--- src/rtl/ascon_arb_pkg.sv ---
// Shared types and sizing for the two-requester Ascon session arbiter.
package ascon_arb_pkg;

  localparam int DATA_W    = 64;
  localparam int NB_BLOCKS = 4;
  localparam int NB_CIPHER = 3;

  typedef enum logic [2:0] {
    ST_IDLE  = 3'd0,
    ST_START = 3'd1,
    ST_FEED  = 3'd2,
    ST_DRAIN = 3'd3,
    ST_DONE  = 3'd4
  } arb_state_t;

endpackage

--- src/rtl/arb_pick.sv ---
// Two-way winner select; ptr names the requester that wins a tie.
module arb_pick
  import ascon_arb_pkg::*;
(
  input  logic [1:0] req,
  input  logic       ptr,
  output logic [1:0] gnt
);

  // Requester 0 wins unless the pointer favours requester 1 and both ask
  always_comb begin
    gnt = 2'b00;
    if (req[0] && (!ptr || !req[1])) begin
      gnt = 2'b01;
    end else if (req[1]) begin
      gnt = 2'b10;
    end else begin
      gnt = 2'b00;
    end
  end

endmodule

--- src/rtl/ascon_arbiter.sv ---
// Arbitrates two requesters onto one Ascon core: grant, 4-block feed, drain, done.
// Optional build macro ASCON_ARB_FAIR_EN selects round-robin instead of fixed priority.
module ascon_arbiter
  import ascon_arb_pkg::*;
(
  input  logic              clock_i,
  input  logic              reset_i,
  input  logic [1:0]        req_i,
  output logic [1:0]        gnt_o,
  input  logic [1:0]        blk_valid_i,
  input  logic [DATA_W-1:0] blk0_i,
  input  logic [DATA_W-1:0] blk1_i,
  output logic [1:0]        blk_ready_o,
  output logic              core_start_o,
  output logic              core_data_valid_o,
  output logic [DATA_W-1:0] core_data_o,
  input  logic              core_xor_i,
  input  logic              core_cipher_valid_i,
  input  logic [DATA_W-1:0] core_cipher_i,
  input  logic              core_end_i,
  output logic [1:0]        cipher_valid_o,
  output logic [DATA_W-1:0] cipher_o,
  output logic [1:0]        done_o,
  output logic              busy_o
);

  arb_state_t        state_r, state_nx_s;
  logic [1:0]        gnt_r, gnt_nx_s, pick_s;
  logic              ptr_s;
  logic [DATA_W-1:0] hold_r, hold_nx_s;
  logic              full_r, full_nx_s;
  logic [2:0]        cnt_r, cnt_nx_s;
  logic              err_r, err_nx_s;
  logic              start_r, busy_r;
  logic [1:0]        done_r;
  logic              accept_s, xor_ok_s;

  arb_pick u_pick (
    .req (req_i),
    .ptr (ptr_s),
    .gnt (pick_s)
  );

`ifdef ASCON_ARB_FAIR_EN
  logic ptr_r;

  // Round-robin pointer: after a session, favour the requester not just served
  always_ff @(posedge clock_i) begin
    if (reset_i) begin
      ptr_r <= 1'b0;
    end else if (state_r == ST_DONE) begin
      ptr_r <= gnt_r[0];
    end else begin
      ptr_r <= ptr_r;
    end
  end

  assign ptr_s = ptr_r;
`else
  assign ptr_s = 1'b0;
`endif

  // Ready only towards the granted requester while the holding register is free
  always_comb begin
    blk_ready_o = 2'b00;
    if ((state_r == ST_FEED) && !full_r && (cnt_r < 3'(NB_BLOCKS))) begin
      blk_ready_o = gnt_r;
    end else begin
      blk_ready_o = 2'b00;
    end
  end

  assign accept_s = |(blk_valid_i & blk_ready_o);
  assign xor_ok_s = core_xor_i & full_r;

  // Session sequencing and grant capture
  always_comb begin
    state_nx_s = state_r;
    gnt_nx_s   = gnt_r;
    case (state_r)
      ST_IDLE: begin
        if (|req_i) begin
          state_nx_s = ST_START;
          gnt_nx_s   = pick_s;
        end else begin
          gnt_nx_s   = 2'b00;
        end
      end
      ST_START: state_nx_s = ST_FEED;
      ST_FEED: begin
        if (xor_ok_s && (cnt_r == 3'(NB_BLOCKS - 1))) begin
          state_nx_s = ST_DRAIN;
        end else begin
          state_nx_s = ST_FEED;
        end
      end
      ST_DRAIN: begin
        if (core_end_i) begin
          state_nx_s = ST_DONE;
        end else begin
          state_nx_s = ST_DRAIN;
        end
      end
      ST_DONE: begin
        state_nx_s = ST_IDLE;
        gnt_nx_s   = 2'b00;
      end
      default: begin
        state_nx_s = ST_IDLE;
        gnt_nx_s   = 2'b00;
      end
    endcase
  end

  // Holding register, block counter and sticky protocol error
  always_comb begin
    hold_nx_s = hold_r;
    full_nx_s = full_r;
    cnt_nx_s  = cnt_r;
    if (accept_s) begin
      hold_nx_s = gnt_r[1] ? blk1_i : blk0_i;
      full_nx_s = 1'b1;
    end else if (xor_ok_s) begin
      full_nx_s = 1'b0;
    end else begin
      full_nx_s = full_r;
    end
    if (state_r == ST_IDLE) begin
      cnt_nx_s = 3'd0;
    end else if (xor_ok_s && (cnt_r < 3'(NB_BLOCKS))) begin
      cnt_nx_s = cnt_r + 3'd1;
    end else begin
      cnt_nx_s = cnt_r;
    end
    err_nx_s = err_r | (core_xor_i & ~full_r) | (core_end_i & (state_r != ST_DRAIN));
  end

  // State and registered outputs
  always_ff @(posedge clock_i) begin
    if (reset_i) begin
      state_r <= ST_IDLE;
      gnt_r   <= 2'b00;
      hold_r  <= '0;
      full_r  <= 1'b0;
      cnt_r   <= 3'd0;
      err_r   <= 1'b0;
      start_r <= 1'b0;
      done_r  <= 2'b00;
      busy_r  <= 1'b0;
    end else begin
      state_r <= state_nx_s;
      gnt_r   <= gnt_nx_s;
      hold_r  <= hold_nx_s;
      full_r  <= full_nx_s;
      cnt_r   <= cnt_nx_s;
      err_r   <= err_nx_s;
      start_r <= (state_nx_s == ST_START);
      done_r  <= (state_nx_s == ST_DONE) ? gnt_r : 2'b00;
      busy_r  <= (state_nx_s != ST_IDLE) | err_nx_s;
    end
  end

  assign gnt_o             = gnt_r;
  assign core_start_o      = start_r;
  assign core_data_valid_o = full_r;
  assign core_data_o       = hold_r;
  assign cipher_o          = core_cipher_i;
  assign cipher_valid_o    = {2{core_cipher_valid_i}} & gnt_r;
  assign done_o            = done_r;
  assign busy_o            = busy_r;

endmodule

--- config.mk ---
export PLATFORM = sky130hd
export DESIGN_NAME = ascon_arbiter
export DESIGN_NICKNAME = d
export VERILOG_FILES = /design/src/rtl/ascon_arb_pkg.sv /design/src/rtl/arb_pick.sv /design/src/rtl/ascon_arbiter.sv
export SDC_FILE = /design/constraint.sdc
export NUM_CORES = 1
export LEC_CHECK = 0
export CORE_AREA = 2 2 133 135
export CTS_CLUSTER_DIAMETER = 50
export DETAILED_ROUTE_END_ITERATION = 16
export DIE_AREA = 0 0 135 137
export GPL_TIMING_DRIVEN = 0
export MAX_ROUTING_LAYER = met4
export SLEW_MARGIN = 40
export SYNTH_ARGS = -nofsm -noshare
export SYNTH_HDL_FRONTEND = slang
export SYNTH_SLANG_ARGS = --single-unit
export TNS_END_PERCENT = 20
--- constraint.sdc ---
create_clock -name clock_i -period 2.1 [get_ports clock_i]
set_input_delay 0.42 -clock clock_i [delete_from_list [all_inputs] [get_ports clock_i]]
set_output_delay 0.42 -clock clock_i [all_outputs]
set_load 0.005 [all_outputs]
Word level (Yosys, flattened, before mapping)
Cells that the tools add are included.
{"block": "word_totals", "ff_bits": 78, "inputBits": 201}
{"block": "op_classes", "n_addsub": 1, "n_lt_le_gt_ge": 1, "eq_ne": 7, "n_mux": 12, "n_bitwise": 10, "n_reduce_logical": 13}
{"operator": "64-bit two-way mux", "n": 1}
{"operator": "3-bit case mux with 4 select lines", "n": 1}
{"operator": "3-bit by 2-bit == test with 1-bit output, second input constant", "n": 3}
{"operator": "2-bit two-way mux", "n": 4}
{"operator": "2-bit OR reduction", "n": 4}
{"operator": "3-bit by 1-bit == test with 1-bit output, second input constant", "n": 2}
{"operator": "3-bit two-way mux", "n": 2}
{"operator": "2-bit bitwise AND", "n": 2}
{"operator": "1-bit logical AND", "n": 4}
{"operator": "2-bit case mux with 2 select lines", "n": 1}
{"operator": "3-bit by 1-bit adder with 3-bit output, second input constant", "n": 1}
{"operator": "1-bit bitwise AND", "n": 3}
{"operator": "3-bit == test, second input constant", "n": 1}
{"operator": "3-bit zero test", "n": 1}
{"operator": "3-bit less-than comparator, second input constant", "n": 1}
{"operator": "1-bit two-way mux", "n": 3}
{"operator": "3-bit by 2-bit != test with 1-bit output, second input constant", "n": 1}
{"operator": "1-bit OR", "n": 3}
{"operator": "3-bit nonzero test", "n": 1}
{"operator": "3-bit OR reduction", "n": 1}
{"operator": "1-bit NOT", "n": 2}
{"operator": "2-bit nonzero test", "n": 1}
{"operator": "1-bit zero test", "n": 1}

Depth between registers and ports, before layout
Gate-level depths: netlist of the first run.
{"block": "depth", "ltp_word": 7, "ltp_mapped": 7}

Modules after synthesis
From an unflattened synthesis of the first run, not the netlist that was laid out.
{"block": "unflattened", "hier_cells": 444, "hier_area_um2": 4307.9}
{"mod": "ascon_arbiter", "instances": 1, "cells_each": 441, "area_per_inst_um2": 4289.1, "seq_area_each_um2": 1561.5}
{"mod": "arb_pick", "instances": 1, "cells_each": 3, "area_per_inst_um2": 18.8, "seq_area_each_um2": 0.0}

Worst setup path after synthesis of the first run
Ideal clock, no wire load.
{"block": "synth_path", "kind": "reg2out", "from": "register gnt_r[1] (netlist: gnt_o[1])", "to": "output port blk_ready_o[1]", "arrival_time_ns": 1.272, "required_time_ns": 1.680, "path_slack_ns": 0.408, "path_stages_with_launch": 5, "path_buffers": 3, "path_cell_list": "dfxtp_1 -> buf_2 -> buf_2 -> buf_1 -> and2_1"}
{"block": "synth_via", "elab_chain_cells": 1}
{"element": "start: declaration", "line_no": "ascon_arbiter.sv:28", "source": "logic [1:0] gnt_r, gnt_nx_s, pick_s;"}
{"element": "start signal: assignment", "line_no": "ascon_arbiter.sv:152", "source": "gnt_r <= gnt_nx_s;"}
{"element": "2-bit two-way mux", "line_no": "ascon_arbiter.sv:66", "source": "if ((state_r == ST_FEED) && !full_r && (cnt_r < 3'(NB_BLOCKS))) begin"}
{"element": "end: declaration", "line_no": "ascon_arbiter.sv:13", "source": "output logic [1:0] blk_ready_o,"}
No other way between the ends.

Worst setup path in the final report of the first run
{"block": "layout_path", "from": "register state_r[1]", "to": "output port blk_ready_o[0]"}
{"block": "layout_via", "elab_chain_cells": 4}
{"element": "start: declaration", "line_no": "ascon_arbiter.sv:27", "source": "arb_state_t state_r, state_nx_s;"}
{"element": "start signal: assignment", "line_no": "ascon_arbiter.sv:151", "source": "state_r <= state_nx_s;"}
{"element": "3-bit by 2-bit == test with 1-bit output", "line_no": "ascon_arbiter.sv:66"}
{"element": "1-bit logical AND (2 in a row)", "line_no": "ascon_arbiter.sv:66"}
{"element": "2-bit two-way mux", "line_no": "ascon_arbiter.sv:66"}
No other way between the ends.

==> results of run 1 <==
cells in the mapped netlist, drive strengths merged:
master,n,area (um2)
o21ai,3,15.01
nand3b,1,7.510
nor2b,1,6.260
and2,6,37.54
nor3,3,15.01
mux2i,65,650.6
a31oi,1,6.260
ha,2,25.02
nor3b,2,15.01
a2111oi,1,8.760
dfxtp,78,1562
or2,1,6.260
or3b,1,8.760
inv,3,11.26
nand2,3,11.26
a21oi,2,10.01
nor4,1,21.27
o21bai,1,7.510
nor2,77,289.0
clkbuf,13,48.80
a211oi,64,730.7
buf,82,614.3
nand3,1,5.000
o22ai,1,6.260
a22oi,1,7.510
xnor2,1,8.760
a221oi,1,8.760
stage by stage:
| step | area, um2 | setup WS (ns) |
|---|---|---|
| after floorplan | 4144 | 0.4082 |
| after global placement | 7168 | -0.5032 |
| after CTS | 7547 | 0.002281 |
| after global routing | 7546 | 0.008166 |
| after detailed placement | 7168 | -0.5213 |
| final | 7546 | 0.1068 |
timing repair:
action,4_1_cts,5_1_grt
pin swaps,4,2
setup buffers,4,0
hold buffers,0,0
resized for setup,20,4
setup endpoints to repair,13,6
state kept, by name, indices dropped and copies added, names as in the netlist:
register and cells:
core_data_valid_o 1, core_data_o 64, state_r 3, core_start_o 1, err_r 1, gnt_o 2
done_o 2, cnt_r 3, busy_o 1
metal layers:
layer  GRT usage (%)  part of all wire (%)
met1           14.59                    35
met2           28.93                    55
met3           4.593                   8.5
met4           4.225                   1.1
met5               -                     0
power groups by stage:
stage | clock network (mW) | logic, mW | registers [mW]
floorplan | 0 | 0.394 | 1.59
global placement | 0 | 0.945 | 1.59
detailed placement | 0 | 0.958 | 1.59
CTS | 1.65 | 0.982 | 1.56
global route | 1.70 | 1.04 | 1.57
finish | 1.60 | 0.963 | 1.56
how the worst max path moves through the flow:
| stage | end | slack (ns) | startpoint | cells after the start |
|---|---|---|---|---|
| final | blk_ready_o[0] | 0.11 | state_r[1] | 4 |
| after global routing | blk_ready_o[1] | 0.008 | state_r[1] | 4 |
| after global placement | blk_ready_o[1] | -0.50 | gnt_o[1] | 5 |
| after CTS | blk_ready_o[1] | 0.002 | state_r[0] | 4 |
| after floorplan | blk_ready_o[1] | 0.41 | gnt_o[1] | 4 |
| after detailed placement | cipher_valid_o[1] | -0.52 | gnt_o[1] | 5 |
final cells by class:
class	instances	area, um2
inverter	3	11.26
multi-input combinational	240	1922
clock buffer	11	242.7
sequential	78	1569
clock inverter	5	57.56
fill	1644	9510
buffer	95	698.2
tap	225	281.5
timing repair buffer	277	2764
logic make-up after synthesis:
group	share of synthesized area, %
AOI/OAI and AO/OA	19.32
and+or+nand+nor	10.21
adders and majority gates	0.6038
muxes	15.70
buffers and inverters	16.27
DFF	37.68
xor gates and xnor gates	0.2114
==> results.yml, run 1 <==
run_status:
  outcome: "complete, no violations"
die:
  dieArea_mm2: 0.01850
  initial_core_util_pct: 24.30
  fp.dieW_um: 135
  die_h_um: 137
  num_rows: 48
  core_area_mm2: 0.01706
  ioPinCount: 340
pwr:
  p_sw_mw: 1.008
  power_density_mw_per_mm2: 546.1
  seqPwrFrac_pct: 37.9
  vdd_drop_max_mv: 0.3628
  p_leak_nw: 2.642
  power_frac_comb_pct: 23.4
  p_clk_share_pct: 38.7
  finalPower_mw: 4.121
  cellInternalPower_mw: 3.113
  switching_share_pct: 24.45
timing:
  whs_ns: 0.4649
  drv_slew: 0
  setup_tns_ns: 0
  setup-violations-final: 0
  max-slew-margin-rel_pct: 50.81
  grt_setup_unrepaired: "no"
  skew_ns: 0.007213
  fin_crit_sh_pct: 94.92
  fmax_mhz: 501.7
  tightest_slew_ns: 0.7378
  hold_violations: 0
  min_period_ns: 1.993
synth:
  yosysSeqAreaShare_pct: 37.68
  yosysWarnings: 0
  synth_seq_cells: 78
  syn_inst: 416
  synth_fp_nets: 619
  avgSynthCellArea_um2: 9.961
  synth_cell_types: 31
  syn_area_mm2: 0.004144
setup_path:
  reg2reg_slack_ns: 0.16
  path_buf_inv: 1
  cp_cell_sequence: "or3b_4 -> nor3_4 -> and2_1 -> clkdlybuf4s15_1"
  critPathCaptureType: "primary output"
  r2r-start: "state_r[1]"
  reg2regPathDepth: 6
  slowest_delay_ns: 0.41
  cp-start-kind: "flop"
  worstSetupPathType: "reg2out"
  cp.arrival_ns: 1.57
  critical_path_required_ns: 1.68
  cp_max_fo: 4
  cp_top_family: "simple AND/OR/NAND/NOR gates"
  rr_endpoint: "core_data_o[21]"
  crit_slowest_cell: "or3b_4"
drt:
  antenna_left: 0
  viasPerCell: 4.289
  drcViolationCount: 0
  wl_mm: 14.27
  drt_iter0_markers: 102
  dr_total_vias: 4006
  drt-pass1-iter-count: 4
  routedWlPerCell_um: 15.28
cells_and_area:
  final_nets: 907
  num_antenna_cells: 0
  postLayoutCoreUtil_pct: 44.24
  layout_commonest_cell: "clkdlybuf4s50_1"
  mostFrequentLayoutCells: "271 x clkdlybuf4s50_1, 77 x nor2_1, 74 x dfxtp_1, 73 x buf_4, 65 x mux2i_1"
  final_cells: 934
  syn2layout_area_growth_pct: 82.10
  drive_above_1_share_pct: 22.14
global_routing:
  globalRouteOverflowTotal: 0
  grt_pass1_vias: 4139
  grt_antenna_before_repair: 0
  track_usage_pct: 15.07
  grt_max_degree: 14
  grt_pass1_wl_mm: 20.97
hold_path:
  hp-start: "state_r[1]"
  hold_depth: 1
  min_to: "state_r[1]"
  hp-class: "reg2reg"
cts:
  cts-root-buf: "clkbuf_16"
  cts.sinks: 78
  clockBufferDepth: 2
  cts_max_level: 3
  clk_pin_slew_worst_paths_ns: 0.06
  insertion_delay_ns: 0.34
  numCtsBuffers: 9
  cts_tree: "yes"
placement:
  dp_cells: 915
  port_buffers: 274
  hpwl_mm: 11.56
  gp_congestion: 0.7250
flow_run:
  max_cap_violations: 0
(Power assumes the default switching activity.)
==> run 2: changes to the inputs <==
--- a/config.mk
+++ b/config.mk
@@ -11,6 +11,7 @@
 export DIE_AREA = 0 0 135 137
 export GPL_TIMING_DRIVEN = 0
 export MAX_ROUTING_LAYER = met4
+export PLACE_DENSITY = 0.68
 export SLEW_MARGIN = 40
 export SYNTH_ARGS = -nofsm -noshare
 export SYNTH_HDL_FRONTEND = slang
==> run 2 against run 1 <==
Register-to-register slack worse by 0.02 ns. Final cell count stayed put. Routed wire length is 4.2% lower. First-iteration DRC count is 16% higher. Global-route usage is 0.61 points lower. Largest power group unchanged. Critical path depth stayed put. Design area is 0.43% higher. Flip-flop and latch count stayed put. Sequential power hardly changed. Non-clock buffer count stayed put. Total power is 2.5% higher. Via count is 0.97% lower. Highest routed layer unchanged.
==> results.yml, run 2 (synthesized netlist as in run 1, its figures left out) <==
cts:
  clk_pin_slew_worst_paths_ns: 0.06
  clockBufferDepth: 2
  insertion_delay_ns: 0.34
  cts.sinks: 78
  cts-root-buf: "clkbuf_16"
  cts_tree: "yes"
  numCtsBuffers: 9
  holdBufCountCts: 0
  cts_max_level: 3
global_routing:
  grt_busiest_layer: "met2"
  grt_pass1_vias: 3860
  grt_antenna_before_repair: 0
  globalRouteOverflowTotal: 0
  use_met2_pct: 25.01
  track_usage_pct: 14.46
  use_met1_pct: 15.76
  grt_pass1_wl_mm: 20.11
  grt_max_degree: 14
  met3_usage_pct: 5.296
cells_and_area:
  postLayoutCoreUtil_pct: 44.43
  num_antenna_cells: 0
  largest_reg_flops: 64
  syn2layout_area_growth_pct: 82.88
  layout_commonest_cell: "clkdlybuf4s50_1"
  final_cells: 934
  drive_above_1_share_pct: 22.14
  mostFrequentLayoutCells: "271 x clkdlybuf4s50_1, 77 x nor2_1, 74 x dfxtp_1, 73 x buf_4, 65 x mux2i_1"
  final_nets: 907
drt:
  antenna_left: 0
  viasPerCell: 4.247
  wl_mm: 13.67
  drcViolationCount: 0
  drt-pass1-iter-count: 4
  dr_total_vias: 3967
  routedWlPerCell_um: 14.64
  drt_iter0_markers: 118
placement:
  port_buffers: 274
  hpwl_mm: 10.74
  gp_congestion: 0.7258
  dp_slack_ns: -0.4296
  dp_cells: 915
timing:
  whs_ns: 0.4565
  hold_violations: 0
  fmax_mhz: 488.9
  tightest_slew_ns: 0.7915
  max-slew-margin-rel_pct: 47.23
  min_period_ns: 2.046
  setup_tns_ns: 0
  drv_slew: 0
  setup-violations-final: 0
  layout_setup_ws_ns: 0.05439
  skew_ns: 0.004068
  fin_crit_sh_pct: 97.41
  grt_setup_unrepaired: "yes"
die:
  core_area_mm2: 0.01706
  die_h_um: 137
  initial_core_util_pct: 24.30
  fp.dieW_um: 135
  num_rows: 48
  dieArea_mm2: 0.01850
  ioPinCount: 340
pwr:
  p_leak_nw: 2.670
  vdd_drop_max_mv: 0.3725
  power_density_mw_per_mm2: 557.4
flow_run:
  max_cap_violations: 0
run_status:
  outcome: "complete, no violations"
setup_path:
  cp_max_fo: 7
  critPathCaptureType: "primary output"
  reg2reg_slack_ns: 0.14
  worstSetupPathType: "reg2out"
  cp.arrival_ns: 1.63
  cp-start-kind: "flop"
  critical_path_required_ns: 1.68
hold_path:
  hp-class: "reg2reg"
[run 2: cell types whose count changed in the layout (fill, tap and decap cells not counted), sizes merged]
cell and change:
dlymetal6s2s +1, bufinv +1, clkdlybuf4s15 -1, inv -1
[run 2: final timing paths]
| path | start | to | cells past startpoint |
|---|---|---|---|
| min reg2reg | state_r[1] | state_r[1] | 1 |
| max reg2reg | state_r[2] | core_data_o[21] | 6 |
| min | state_r[1] | state_r[1] | 1 |
| max | state_r[2] | blk_ready_o[0] | 4 |
[run 2: timing repair]
| item | in CTS | in global routing |
|---|---|---|
| gates resized for setup | 22 | 2 |
| buffers inserted | 3 | 0 |
| setup endpoints to repair | 7 | 13 |
| pin swaps | 2 | 1 |
[run 2: power breakdown]
part	switching (mW)	internal (mW)
clock	0.632	1.08
sequential	0.0309	1.53
combinational	0.326	0.628
total	0.989	3.24
[run 2: stage by stage]
step	instance area, um2	power (mW)
final	7579	4.224
after global routing	7579	4.439
after CTS	7574	4.326
after detailed placement	7168	2.541
after global placement	7168	2.535
after floorplan	4144	1.987
[run 2: metal layers]
| layer | vias up | part of all wire [%] | wire length, um |
|---|---|---|---|
| met5 | - | 0 | 0 |
| met1 | 1795 | 39 | 5348 |
| met4 | 0 | 1.2 | 166 |
| met2 | 183 | 51 | 7007 |
| li1 | 1973 | - | - |
| met3 | 16 | 8.4 | 1148 |
[run 2: worst max-delay path, cell delays in order, from the launching register on]
cell	delay, ns
dfxtp_4	0.37
or3b_4	0.40
nor3_4	0.14
and2_1	0.15
dlygate4sd2_1	0.23
[run 2: area by class of cell]
| type | count | area (um2) |
|---|---|---|
| clock inverter | 5 | 82.58 |
| fill | 1661 | 9478 |
| multi-input combinational | 240 | 1922 |
| buffer | 95 | 703.2 |
| sequential | 78 | 1569 |
| timing repair buffer | 277 | 2766 |
| tap | 225 | 281.5 |
| inverter | 3 | 11.26 |
| clock buffer | 11 | 242.7 |
